## src/rtl/bias_load_ctrl.sv

```systemverilog
// Bias load sequencer: fetches per-column bias scalars from the unified
// buffer and strobes them one column at a time into the bias_child bank.
module bias_load_ctrl #(
   parameter int N_COLS = 4,
   parameter int ADDR_W = 16,
   parameter int DATA_W = 16,
   parameter int CNT_W  = $clog2(N_COLS + 1)
) (
   input  logic              clk,
   input  logic              rst,
   input  logic              start,
   input  logic [ADDR_W-1:0] base_addr,
   input  logic [CNT_W-1:0]  num_cols,
   output logic              ub_rd_req,
   output logic [ADDR_W-1:0] ub_rd_addr,
   input  logic              ub_rd_valid,
   input  logic [DATA_W-1:0] ub_rd_data,
   input  logic              sys_busy,
   output logic [N_COLS-1:0] bias_load_en,
   output logic [DATA_W-1:0] bias_scalar_out,
   output logic              busy,
   output logic              done
);

   localparam logic [2:0] S_IDLE = 3'd0;
   localparam logic [2:0] S_REQ  = 3'd1;
   localparam logic [2:0] S_WAIT = 3'd2;
   localparam logic [2:0] S_LOAD = 3'd3;
   localparam logic [2:0] S_DONE = 3'd4;

   logic [2:0]        r_state;
   logic [CNT_W-1:0]  r_col;
   logic [CNT_W-1:0]  r_count;
   logic [ADDR_W-1:0] r_base;
   logic [DATA_W-1:0] r_data;

   logic [CNT_W-1:0]  w_clamped;
   logic              w_last;
   logic              w_load_go;

   assign w_clamped = (num_cols > CNT_W'(N_COLS)) ? CNT_W'(N_COLS) : num_cols;
   assign w_last    = (r_col == r_count - CNT_W'(1));
   // A load may only fire while the array is quiet, so no bias moves mid-tile.
   assign w_load_go = (r_state == S_LOAD) && !sys_busy;

   always_ff @(posedge clk) begin
      if (rst) begin
         r_state <= S_IDLE;
         r_col   <= '0;
         r_count <= '0;
         r_base  <= '0;
         r_data  <= '0;
      end else begin
         unique case (r_state)
            S_IDLE: begin
               if (start) begin
                  r_base  <= base_addr;
                  r_count <= w_clamped;
                  r_col   <= '0;
                  r_state <= (w_clamped == '0) ? S_DONE : S_REQ;
               end
            end
            S_REQ: begin
               r_state <= S_WAIT;
            end
            S_WAIT: begin
               if (ub_rd_valid) begin
                  r_data  <= ub_rd_data;
                  r_state <= S_LOAD;
               end
            end
            S_LOAD: begin
               if (!sys_busy) begin
                  if (w_last) begin
                     r_state <= S_DONE;
                  end else begin
                     r_col   <= r_col + CNT_W'(1);
                     r_state <= S_REQ;
                  end
               end
            end
            S_DONE: begin
               r_col   <= '0;
               r_state <= S_IDLE;
            end
            default: begin
               r_state <= S_IDLE;
            end
         endcase
      end
   end

   always_comb begin
      ub_rd_req  = (r_state == S_REQ);
      ub_rd_addr = '0;
      if (r_state == S_REQ) begin
         ub_rd_addr = r_base + ADDR_W'(r_col);
      end
   end

   always_comb begin
      bias_load_en = '0;
      for (int i = 0; i < N_COLS; i++) begin
         bias_load_en[i] = w_load_go && (r_col == CNT_W'(i));
      end
   end

   assign bias_scalar_out = r_data;
   assign busy            = (r_state != S_IDLE);
   assign done            = (r_state == S_DONE);

endmodule

```

## config.mk

```make
export PLATFORM = sky130hd
export DESIGN_NAME = bias_load_ctrl
export DESIGN_NICKNAME = d
export VERILOG_FILES = /design/src/rtl/bias_load_ctrl.sv
export SDC_FILE = /design/constraint.sdc
export NUM_CORES = 1
export LEC_CHECK = 0
export ABC_AREA = 0
export BUFFER_PORTS_ARGS = -buffer_cell sky130_fd_sc_hd__buf_2
export CAP_MARGIN = 40
export CORE_MARGIN = 2
export CORE_UTILIZATION = 55
export CTS_BUF_LIST = sky130_fd_sc_hd__clkbuf_4
export CTS_CLUSTER_DIAMETER = 60
export CTS_CLUSTER_SIZE = 30
export DETAILED_ROUTE_END_ITERATION = 10
export MAX_ROUTING_LAYER = met4
export PLACE_DENSITY = 0.87
export SLEW_MARGIN = 20
export SYNTH_ARGS = -nofsm -noshare
export SYNTH_HDL_FRONTEND = slang
export SYNTH_SLANG_ARGS = --single-unit
```

## constraint.sdc

```tcl
create_clock -name clk -period 4.1 [get_ports clk]
set_clock_uncertainty 0.1 [all_clocks]
set_input_delay 0 -clock clk [delete_from_list [all_inputs] [get_ports clk]]
set_output_delay 0 -clock clk [all_outputs]
set_load 0.01 [all_outputs]
```

# Word level (Yosys, flattened, before mapping)
# Cells that the tools add are included.
# word_totals
regBits	41
wordCells	48
output_inout_bits	39
inputBits	40
# op_classes
n_eq_ne	12
add_sub_neg	3
n_mux	12
magnitude_cmp	1
n_reduce_logical	15
# op_table
op	n
$mux 3	9
$add 16x3->16	1
$mux 16	1
$eq 3x2->1 const B	4
$pmux 3 s4	1
$logic_not 3->1	3
$pmux 3 s3	1
$ne 2x2->1 const B	4
$eq 3x1->1 const B	2
$reduce_bool 3->1	2
$logic_and 1x1->1	5
$reduce_and 2->1	2
$reduce_and 4->1	1
$add 3x1->3 const B	1
$eq 3x3->1	1
$eq 3x3->1 const B	1
$gt 3x3->1 const B	1
$reduce_and 3->1	1
$sub 3x1->3 const B	1
$logic_not 1->1	1

# Depth between registers and ports, before layout
# Gate-level depths: netlist of run 1.
# depth
depth_word	6
ltp_mapped	7
depth_no_buf	7

# Worst setup path after synthesis of run 1
# No wires, ideal clock.
# synth_timing
path_type	reg2out
from	reg r_col[0]
to	out ub_rd_addr[12]
path_slack_ns	2.096
arrival_time_ns	1.904
stages_incl_launch_ff	8
t_required_ns	4.000
path_buffers	0
path_cell_list	dfxtp_1 > ha_1 > inv_1 > fa_1 > and2b_2 > o21ai_2 > or3_1 > a21oi_1
# synth_between
elab_chain_len	2
# synth_rtl
item	line	source
start: declaration	32	logic [CNT_W-1:0] r_col;
start signal: assignment	77	r_col <= r_col + CNT_W'(1);
$add 16x3->16	97	ub_rd_addr = r_base + ADDR_W'(r_col);
$mux 16	96	if (r_state == S_REQ) begin
end: declaration	15	output logic [ADDR_W-1:0] ub_rd_addr,
# No other way between the ends.

# Worst setup path after layout of run 1
# layout_timing
from	reg r_col[0]
to	out ub_rd_addr[14]
# Same word-level chain as after synthesis.

==> flow_summary.yaml, run 1 <==
timing:
  fin_crit_ps: 2620
  final_hold_viol_count: 0
  slew_headroom_pct: 48.0
  fin_worst_hold_slack_ps: 6.81
  final-max-slew-violation-count: 0
  setup_slack_ps: 1480
  tns_ps: 0
  worst_pin_slew_ps: 779
  setup_viol: 0
  post-route-period-util_pct: 63.9
  rsz0062_at_grt: "no"
  fmax_mhz: 382
synthesis:
  syn_nets: 335
  synth_warnings: 0
  ys_types: 50
  synthCells: 285
  synth-seq-cells: 41
  synth_flop_cell: "dfxtp_1"
  ys_seq_area_share_pct: 36.9
  async_reset_ff_share_pct: 0
  avgSynthCellArea_um2: 7.80
  synth_area_mm2: 0.00222
  synth-edff-count: 0
floorplan:
  ios: 79
  rows: 23
  fp.dieH_um: 67.6
  dieArea_mm2: 0.00457
  fp.coreArea_mm2: 0.00394
  die_width_um: 67.6
  initial_core_util_pct: 56.4
clock_tree:
  cts.sinks: 41
  cts_tree: "built"
  path_clk_slew_ps: 120
  ctsHtreeMaxLevel: 2
  cts_root_buf: "clkbuf_4"
  cts_setup_buffers: 0
  ctsResizeCount: 0
  cts_made_buffers: 5
  clockBufferDepth: 2
  insertion_delay_ps: 350
route:
  wire_per_inst_um: 13.2
  drtAntennaViolNets: 0
  vias: 2313
  drcViolationCount: 0
  drtPass1Iterations: 4
  totalWireLength_um: 5850
  drtIter0Drc: 120
  via_per_inst: 5.22
worst_setup_path:
  cp_max_fo: 7
  cp-end-kind: "output port"
  cp-start-kind: "flip-flop"
  crit_required_ps: 4000
  arrival_ps: 2520
  path_class: "flip-flop to output port"
  reg2reg_slack_ps: 2220
cells_and_area:
  layoutNonFillerInstCount: 443
  num-nets-final: 442
  fill_cells: 282
  areaGrowthSynthToFinish_pct: 36.0
  drive_gt1_share_pct: 24.2
  diodes: 0
placed_design:
  placed_cells: 399
  hpwlAfterDp_um: 3530
  globalplace.congestion: 0.786
  place_ws_ps: 1890
  io_buffers: 78
global_route:
  antenna_found_initial: 0
  grt_pass1_vias: 2095
  grt_use_total_pct: 27.2
  grt_max_degree: 43
  grt_pass1_wl_um: 9050
  overflow: 0
power_and_ir_drop:
  max-vdd-ir-drop_mv: 0.276
  total_power_w: 0.000897
  p_leak_nw: 1.30
  powerDensity_mw_per_mm2: 296
job:
  cap_violations: 0
worst_hold_path:
  hold_class: "primary input to flip-flop"
run_status:
  status: "completed"
## repair_timing
action,CTS,global route
endpoints found under the hold margin,38,0
endpoints found under the setup margin,0,0
hold buffers,36,0
## cell type report
class	instances	area, um^2	share of cell area, %
Multi-Input combinational cell	219	1270	42.0
Sequential cell	41	821	27.1
Timing Repair Buffer	114	751	24.8
Tap cell	50	62.6	2.07
Clock inverter	3	41.3	1.37
Inverter	11	41.3	1.37
Clock buffer	5	37.5	1.24
## metrics by stage
stage,util [%],instance area [um^2]
5_1_grt,76.7,3020
3_3_place_gp,65.6,2580
2_1_floorplan,-,2220
6_report,76.7,3020
3_5_place_dp,65.6,2580
4_1_cts,76.7,3020
## worst max-delay path, cell delays in order (launching register included)
cell and delay [ps]:
dfxtp_1 510, ha_1 220, inv_1 50, fa_1 370, and2b_2 290, o21ai_2 80, or3_1 360, a21oi_1 140
buf_2 150
## logic make-up after synthesis
logic type               share of synthesized area, %
AND/OR/NAND/NOR                                  28.9
AO/OA/AOI/OAI                                    16.0
flip-flops                                       36.9
buffers and inverters                            5.97
XOR/XNOR                                         5.35
adder cells (fa/ha/maj)                          5.97
multiplexers                                    0.900
## cell usage in the layout (no fill, tap or decap), types with 3 or more instances in the layout
| master | n |
|---|---|
| a21oi_1 | 41 |
| and2_1 | 5 |
| buf_2 | 78 |
| clkbuf_4 | 5 |
| dfxtp_1 | 41 |
| dlygate4sd3_1 | 36 |
| ha_1 | 9 |
| inv_1 | 11 |
| nand2_1 | 77 |
| nand4_1 | 3 |
| nor2_1 | 17 |
| nor3_1 | 5 |
| o21ai_0 | 6 |
| or3_1 | 3 |
| xnor2_1 | 4 |
| xor2_1 | 7 |
## cell usage after synthesis, types with 3 or more instances
| cell type | n | area, um^2 |
|---|---|---|
| nor2_1 | 17 | 63.8 |
| and2_1 | 5 | 31.3 |
| xnor2_1 | 4 | 35.0 |
| xor2_1 | 7 | 61.3 |
| inv_1 | 11 | 41.3 |
| buf_2 | 4 | 20.0 |
| nand4_1 | 3 | 18.8 |
| nor3_1 | 5 | 25.0 |
| clkbuf_1 | 5 | 18.8 |
| buf_6 | 4 | 45.0 |
| o21ai_0 | 6 | 30.0 |
| dfxtp_1 | 41 | 821 |
| or3_1 | 3 | 18.8 |
| nand2_1 | 77 | 289 |
| a21oi_1 | 41 | 205 |
| ha_1 | 9 | 113 |
## state kept, by name, summed over array words and instances (netlist names)
register	cells
bias_scalar_out	16
r_base	16
r_col	3
r_count	3
r_state	3
## final timing paths
kind | start | end | depth (start not counted)
worst min register to register | bias_scalar_out[12] | bias_scalar_out[12] | 2
worst max-delay path | r_col[0] | ub_rd_addr[14] | 8
worst min-delay path | ub_rd_valid | r_state[2] | 4
worst max register to register | r_state[1] | r_base[10] | 4
## routing by layer
layer,global-route usage [%],share of wire [%],vias to the layer above
met1,30.3,43,1041
met3,6.00,6.0,12
met4,12.0,1.9,0
li1,-,-,1170
met5,-,0,-
met2,46.3,49,90
## power by group
group	switching (W)	total, W	internal, W	leakage, nW
logic	0.0000949	0.000181	0.0000858	0.926
clock network	0.000136	0.000263	0.000126	0.0389
registers	0.0000308	0.000453	0.000422	0.334
total	0.000262	0.000897	0.000634	1.30
No activity file was read; power rests on OpenSTA's default activity.
==> run 2, diff against run 1 <==
Settings changed: ABC_AREA 0 to 1, CORE_UTILIZATION 55 to 46, PLACE_DENSITY 0.87 to 0.78.
Clock period 4.1 ns to 2.3 ns, I/O delays scaled along.
==> flow_summary.yaml, run 2 <==
timing:
  final_hold_viol_count: 0
  rsz0062_at_grt: "yes"
  slew_headroom_pct: 47.8
  worst_pin_slew_ps: 777
  fin_crit_ps: 2330
  fin_worst_hold_slack_ps: 74.0
  setup_slack_ps: -27.9
  fmax_mhz: 430
  setup_viol: 4
  final-max-slew-violation-count: 0
  post-route-period-util_pct: 101
worst_setup_path:
  arrival_ps: 2230
  cp-start-kind: "flip-flop"
  worst_path_dominant_cell_family: "adder cells"
  cp_cell_sequence: "ha_4 > inv_2 > fa_2 > inv_2 > nand2_2 > a21oi_2 > buf_6 > nand2_4 > nor2_4 > a21oi_2 > a21oi_1 > buf_2"
  cp_slowest_cell: "dfxtp_4"
  cp_max_fo: 5
  path_class: "flip-flop to output port"
  max_stage_delay_ps: 380
  crit_required_ps: 2200
  cp-end-kind: "output port"
  critPathBufInv: 4
route:
  via_per_inst: 5.23
  highest_layer: "met4"
  drtPass1Iterations: 5
  m1WireLength_um: 3060
  drtIter0Drc: 239
  routed-wl-met3_um: 500
  vias: 2723
  drtAntennaViolNets: 0
  totalWireLength_um: 7260
  wire_per_inst_um: 13.9
  wl_met2_um: 3550
  drcViolationCount: 0
floorplan:
  dieArea_mm2: 0.00527
  ios: 79
  fp.dieH_um: 72.6
  die_width_um: 72.6
  rows: 24
  initial_core_util_pct: 48.7
  fp.coreArea_mm2: 0.00444
clock_tree:
  cts_made_buffers: 5
  insertion_delay_ps: 360
  cts_tree: "built"
  cts.sinks: 41
  cts_root_buf: "clkbuf_4"
  clockBufferDepth: 2
  ctsHtreeMaxLevel: 2
  path_clk_slew_ps: 140
cells_and_area:
  layout_commonest_cell: "buf_2"
  fin_util_pct: 76.9
  areaGrowthSynthToFinish_pct: 57.9
  mostFrequentLayoutCells: "78 x buf_2, 62 x nor2_1, 55 x dlygate4sd3_1, 49 x nand2_1"
  num-nets-final: 518
  drive_gt1_share_pct: 27.9
  fill_cells: 309
  diodes: 0
synthesis:
  synthCells: 325
  synth_common_cells: "64 x nor2_1, 53 x nand2_1, 41 x dfxtp_1"
  synth_flop_cell: "dfxtp_1"
  synth_most_common_cell: "nor2_1"
  ys_types: 24
  synth_warnings: 0
  syn_nets: 375
  yosysTopAreaCell: "dfxtp_1"
  synthTopCellsByArea: "dfxtp_1 38%, nor2_1 11%, nand2_1 9.2%"
  synth_top_area_share_pct: 37.9
  avgSynthCellArea_um2: 6.66
  synth-seq-cells: 41
  synth_area_mm2: 0.00216
  synth-edff-count: 0
  async_reset_ff_share_pct: 0
  ys_seq_area_share_pct: 37.9
placed_design:
  io_buffers: 78
  hpwlAfterDp_um: 4010
  globalplace.congestion: 0.890
global_route:
  grt_use_total_pct: 27.8
  grt_max_degree: 32
  overflow: 0
  grt_pass1_wl_um: 11400
  antenna_found_initial: 0
  grt_pass1_vias: 2661
power_and_ir_drop:
  max-vdd-ir-drop_mv: 0.562
  p_leak_nw: 1.60
  powerDensity_mw_per_mm2: 893
run_status:
  status: "finished with violations"
  violations: "setup timing"
worst_hold_path:
  hold_class: "primary input to flip-flop"
job:
  cap_violations: 0
run 2: cell count changes after synthesis, moves of 6 or more:
cell	delta
nor2_1	+47
o21ai_0	+31
nand2_1	-24
inv_1	+22
nand3_1	+18
xor2_1	-6
run 2: metal layers:
metal | up-vias | global-route usage (%)
met3 | 21 | 5.66
met5 | - | -
met2 | 132 | 47.6
li1 | 1331 | -
met4 | 0 | 8.44
met1 | 1239 | 33.0
run 2: worst register-to-register path, stage by stage (launching register included):
cell	delay [ps]
dfxtp_1	460
nor2_4	50
nand2_2	120
clkinv_4	100
nand3_1	80
dlygate4sd3_1	550
a21oi_1	60
dlygate4sd3_1	560
run 2: report_power, final:
part           switching [W]  internal [W]  total [W]
Sequential          0.000159      0.000890    0.00105
Clock               0.000274      0.000230   0.000505
Combinational       0.000864      0.000633    0.00150
run 2: final timing paths:
kind | end | from | depth (start not counted) | slack, ps
hold / removal | bias_scalar_out[1] | ub_rd_valid | 4 | 70
hold reg to reg | r_count[1] | r_count[1] | 2 | 370
setup reg to reg | r_base[2] | r_state[0] | 7 | 110
setup / recovery | ub_rd_addr[14] | r_col[0] | 12 | -30
run 2: cell families after synthesis:
family	after synthesis	synth area share (%)
xor+xnor	2	0.810
flops	41	37.9
buf+inv	48	8.91
simple gates	145	27.7
compound gates	79	18.5
fa+ha+maj	10	6.13
run 2: per-stage QoR:
step           setup slack, ps  setup TNS, ps  total power (W)  cells  area [um^2]
2_1_floorplan              296              0          0.00184    325         2160
4_1_cts                   9.74              0          0.00287    518         3310
3_5_place_dp               144              0          0.00217    448         2590
5_1_grt                  -97.6           -398          0.00327    521         3420
3_3_place_gp               236              0          0.00214    448         2590
6_report                 -27.9          -67.6          0.00305    521         3420
run 2: timing repair:
| item | CTS | global route |
|---|---|---|
| endpoints found under the setup margin | 6 | 16 |
| cloned | 0 | 0 |
| hold endpoints to repair | 38 | 0 |
| hold buffers | 55 | 0 |
| buffers inserted | 7 | 3 |
| resized for setup | 11 | 24 |
| pin swaps | 2 | 6 |
run 2: final cells by class:
type / instances / area [um^2] / share of cell area [%]
multi-input combinational: 236 / 1240 / 36.3
timing repair buffer: 147 / 1050 / 30.7
sequential: 41 / 832 / 24.4
inverter: 37 / 144 / 4.21
tap: 52 / 65.1 / 1.90
clock inverter: 3 / 46.3 / 1.36
clock buffer: 5 / 37.5 / 1.10
==> run 3, diff against run 2 <==
Settings changed: CORE_UTILIZATION 46 to 55, PLACE_DENSITY 0.78 to 0.88, RECOVER_POWER set to 25.
Clock period 2.3 ns to 2.85 ns, I/O delays scaled along.
==> flow_summary.yaml, run 3 (synthesized netlist as in run 2, its figures left out) <==
power_and_ir_drop:
  p_leak_nw: 1.44
  powerDensity_mw_per_mm2: 733
  max-vdd-ir-drop_mv: 0.542
worst_setup_path:
  r2r_start: "r_state[1]"
  arrival_ps: 2590
  cp-end-kind: "output port"
  r2r_cells: 7
  reg2reg_slack_ps: 180
  cp_max_fo: 7
  path_class: "flip-flop to output port"
  setup.worst_path.end: "ub_rd_addr[14]"
  crit_path_start: "r_col[0]"
  cp-start-kind: "flip-flop"
  crit_required_ps: 2750
  r2r-end: "r_base[9]"
timing:
  setup_viol: 0
  final-max-slew-violation-count: 0
  final_hold_viol_count: 0
  fmax_mhz: 371
  worst_pin_slew_ps: 649
  fin_worst_hold_slack_ps: 150
  rsz0062_at_grt: "no"
  fin_crit_ps: 2690
  slew_headroom_pct: 56.8
  tns_ps: 0
  post-route-period-util_pct: 94.5
global_route:
  grt_max_degree: 31
  antenna_found_initial: 0
  grt_use_total_pct: 39.3
  overflow: 0
  grt_pass1_wl_um: 12900
  grt_pass1_vias: 2775
route:
  drtIter0Drc: 372
  via_per_inst: 6.00
  wire_per_inst_um: 17.7
  drtAntennaViolNets: 0
  drtPass1Iterations: 6
  vias: 3041
  totalWireLength_um: 8960
  drcViolationCount: 0
cells_and_area:
  diodes: 0
  fill_cells: 209
  areaGrowthSynthToFinish_pct: 47.5
  fin_util_pct: 85.9
  num-nets-final: 508
  mostFrequentLayoutCells: "64 x nor2_1, 60 x buf_2, 55 x dlygate4sd3_1, 53 x nand2_1, 41 x dfxtp_1"
  drive_gt1_share_pct: 17.2
  layout_commonest_cell: "nor2_1"
floorplan:
  initial_core_util_pct: 58.2
  rows: 22
  dieArea_mm2: 0.00445
  ios: 79
  fp.coreArea_mm2: 0.00372
  die_width_um: 66.7
  fp.dieH_um: 66.7
placed_design:
  io_buffers: 78
  globalplace.congestion: 0.886
  hpwlAfterDp_um: 3940
clock_tree:
  cts_made_buffers: 5
  ctsHtreeMaxLevel: 2
  cts.sinks: 41
  cts_root_buf: "clkbuf_4"
  clockBufferDepth: 2
  path_clk_slew_ps: 160
  insertion_delay_ps: 370
  cts_tree: "built"
  cts_setup_buffers: 0
job:
  cap_violations: 0
worst_hold_path:
  hold_class: "primary input to flip-flop"
run_status:
  status: "completed"
run 3: area by class of cell:
type                       count  area, um^2  share of cell area (%)
clock buffer                   5        37.5                    1.18
multi-input combinational    236        1150                    36.1
tap                           48        60.1                    1.88
sequential                    41         821                    25.7
inverter                      37         139                    4.35
timing repair buffer         137         960                    30.1
clock inverter                 3        21.3                   0.666
run 3: per-layer routing:
metal	global-route usage, %	share of wire, %
met5	-	0
met4	20.4	6.9
met3	8.78	12
met2	63.9	45
met1	45.5	36
run 3: worst max-delay path: stages, from the launching register on:
cell	delay (ps)
dfxtp_1	480
ha_1	210
inv_1	60
fa_1	380
inv_1	110
nand2_1	80
a21oi_2	290
nand3_1	150
o21ai_0	250
a21oi_1	100
buf_2	150
run 3: timing repair:
item / CTS / global route
gates resized for setup: 0 / 1
endpoints found under the setup margin: 0 / 4
endpoints found under the hold margin: 38 / 0
hold buffers: 55 / 0
run 3: worst min-delay path by stage:
stage	from	endpoint	slack, ps	cells after the start
after floorplan	rst	r_count[0]	-20	1
after global placement	ub_rd_data[4]	bias_scalar_out[4]	150	3
after detailed placement	ub_rd_data[2]	bias_scalar_out[2]	150	3
after CTS	start	r_state[1]	170	5
after global routing	start	r_base[7]	160	4
final	start	r_base[15]	150	4
run 3: power breakdown:
| group | switching [W] | leakage [nW] | internal, W |
|---|---|---|---|
| combinational | 0.000743 | 1.08 | 0.000427 |
| sequential | 0.000132 | 0.336 | 0.000708 |
| clock | 0.000232 | 0.0316 | 0.0000982 |
| total | 0.00111 | 1.44 | 0.00123 |
run 3: metrics by stage:
step / std cells / instance area (um^2) / setup WS (ps) / power [W]
after floorplan: 325 / 2160 / 846 / 0.00148
after global placement: 442 / 2570 / 641 / 0.00172
after detailed placement: 442 / 2570 / 572 / 0.00175
after CTS: 505 / 3180 / 157 / 0.00215
after global routing: 507 / 3190 / 35.4 / 0.00245
final: 507 / 3190 / 158 / 0.00234
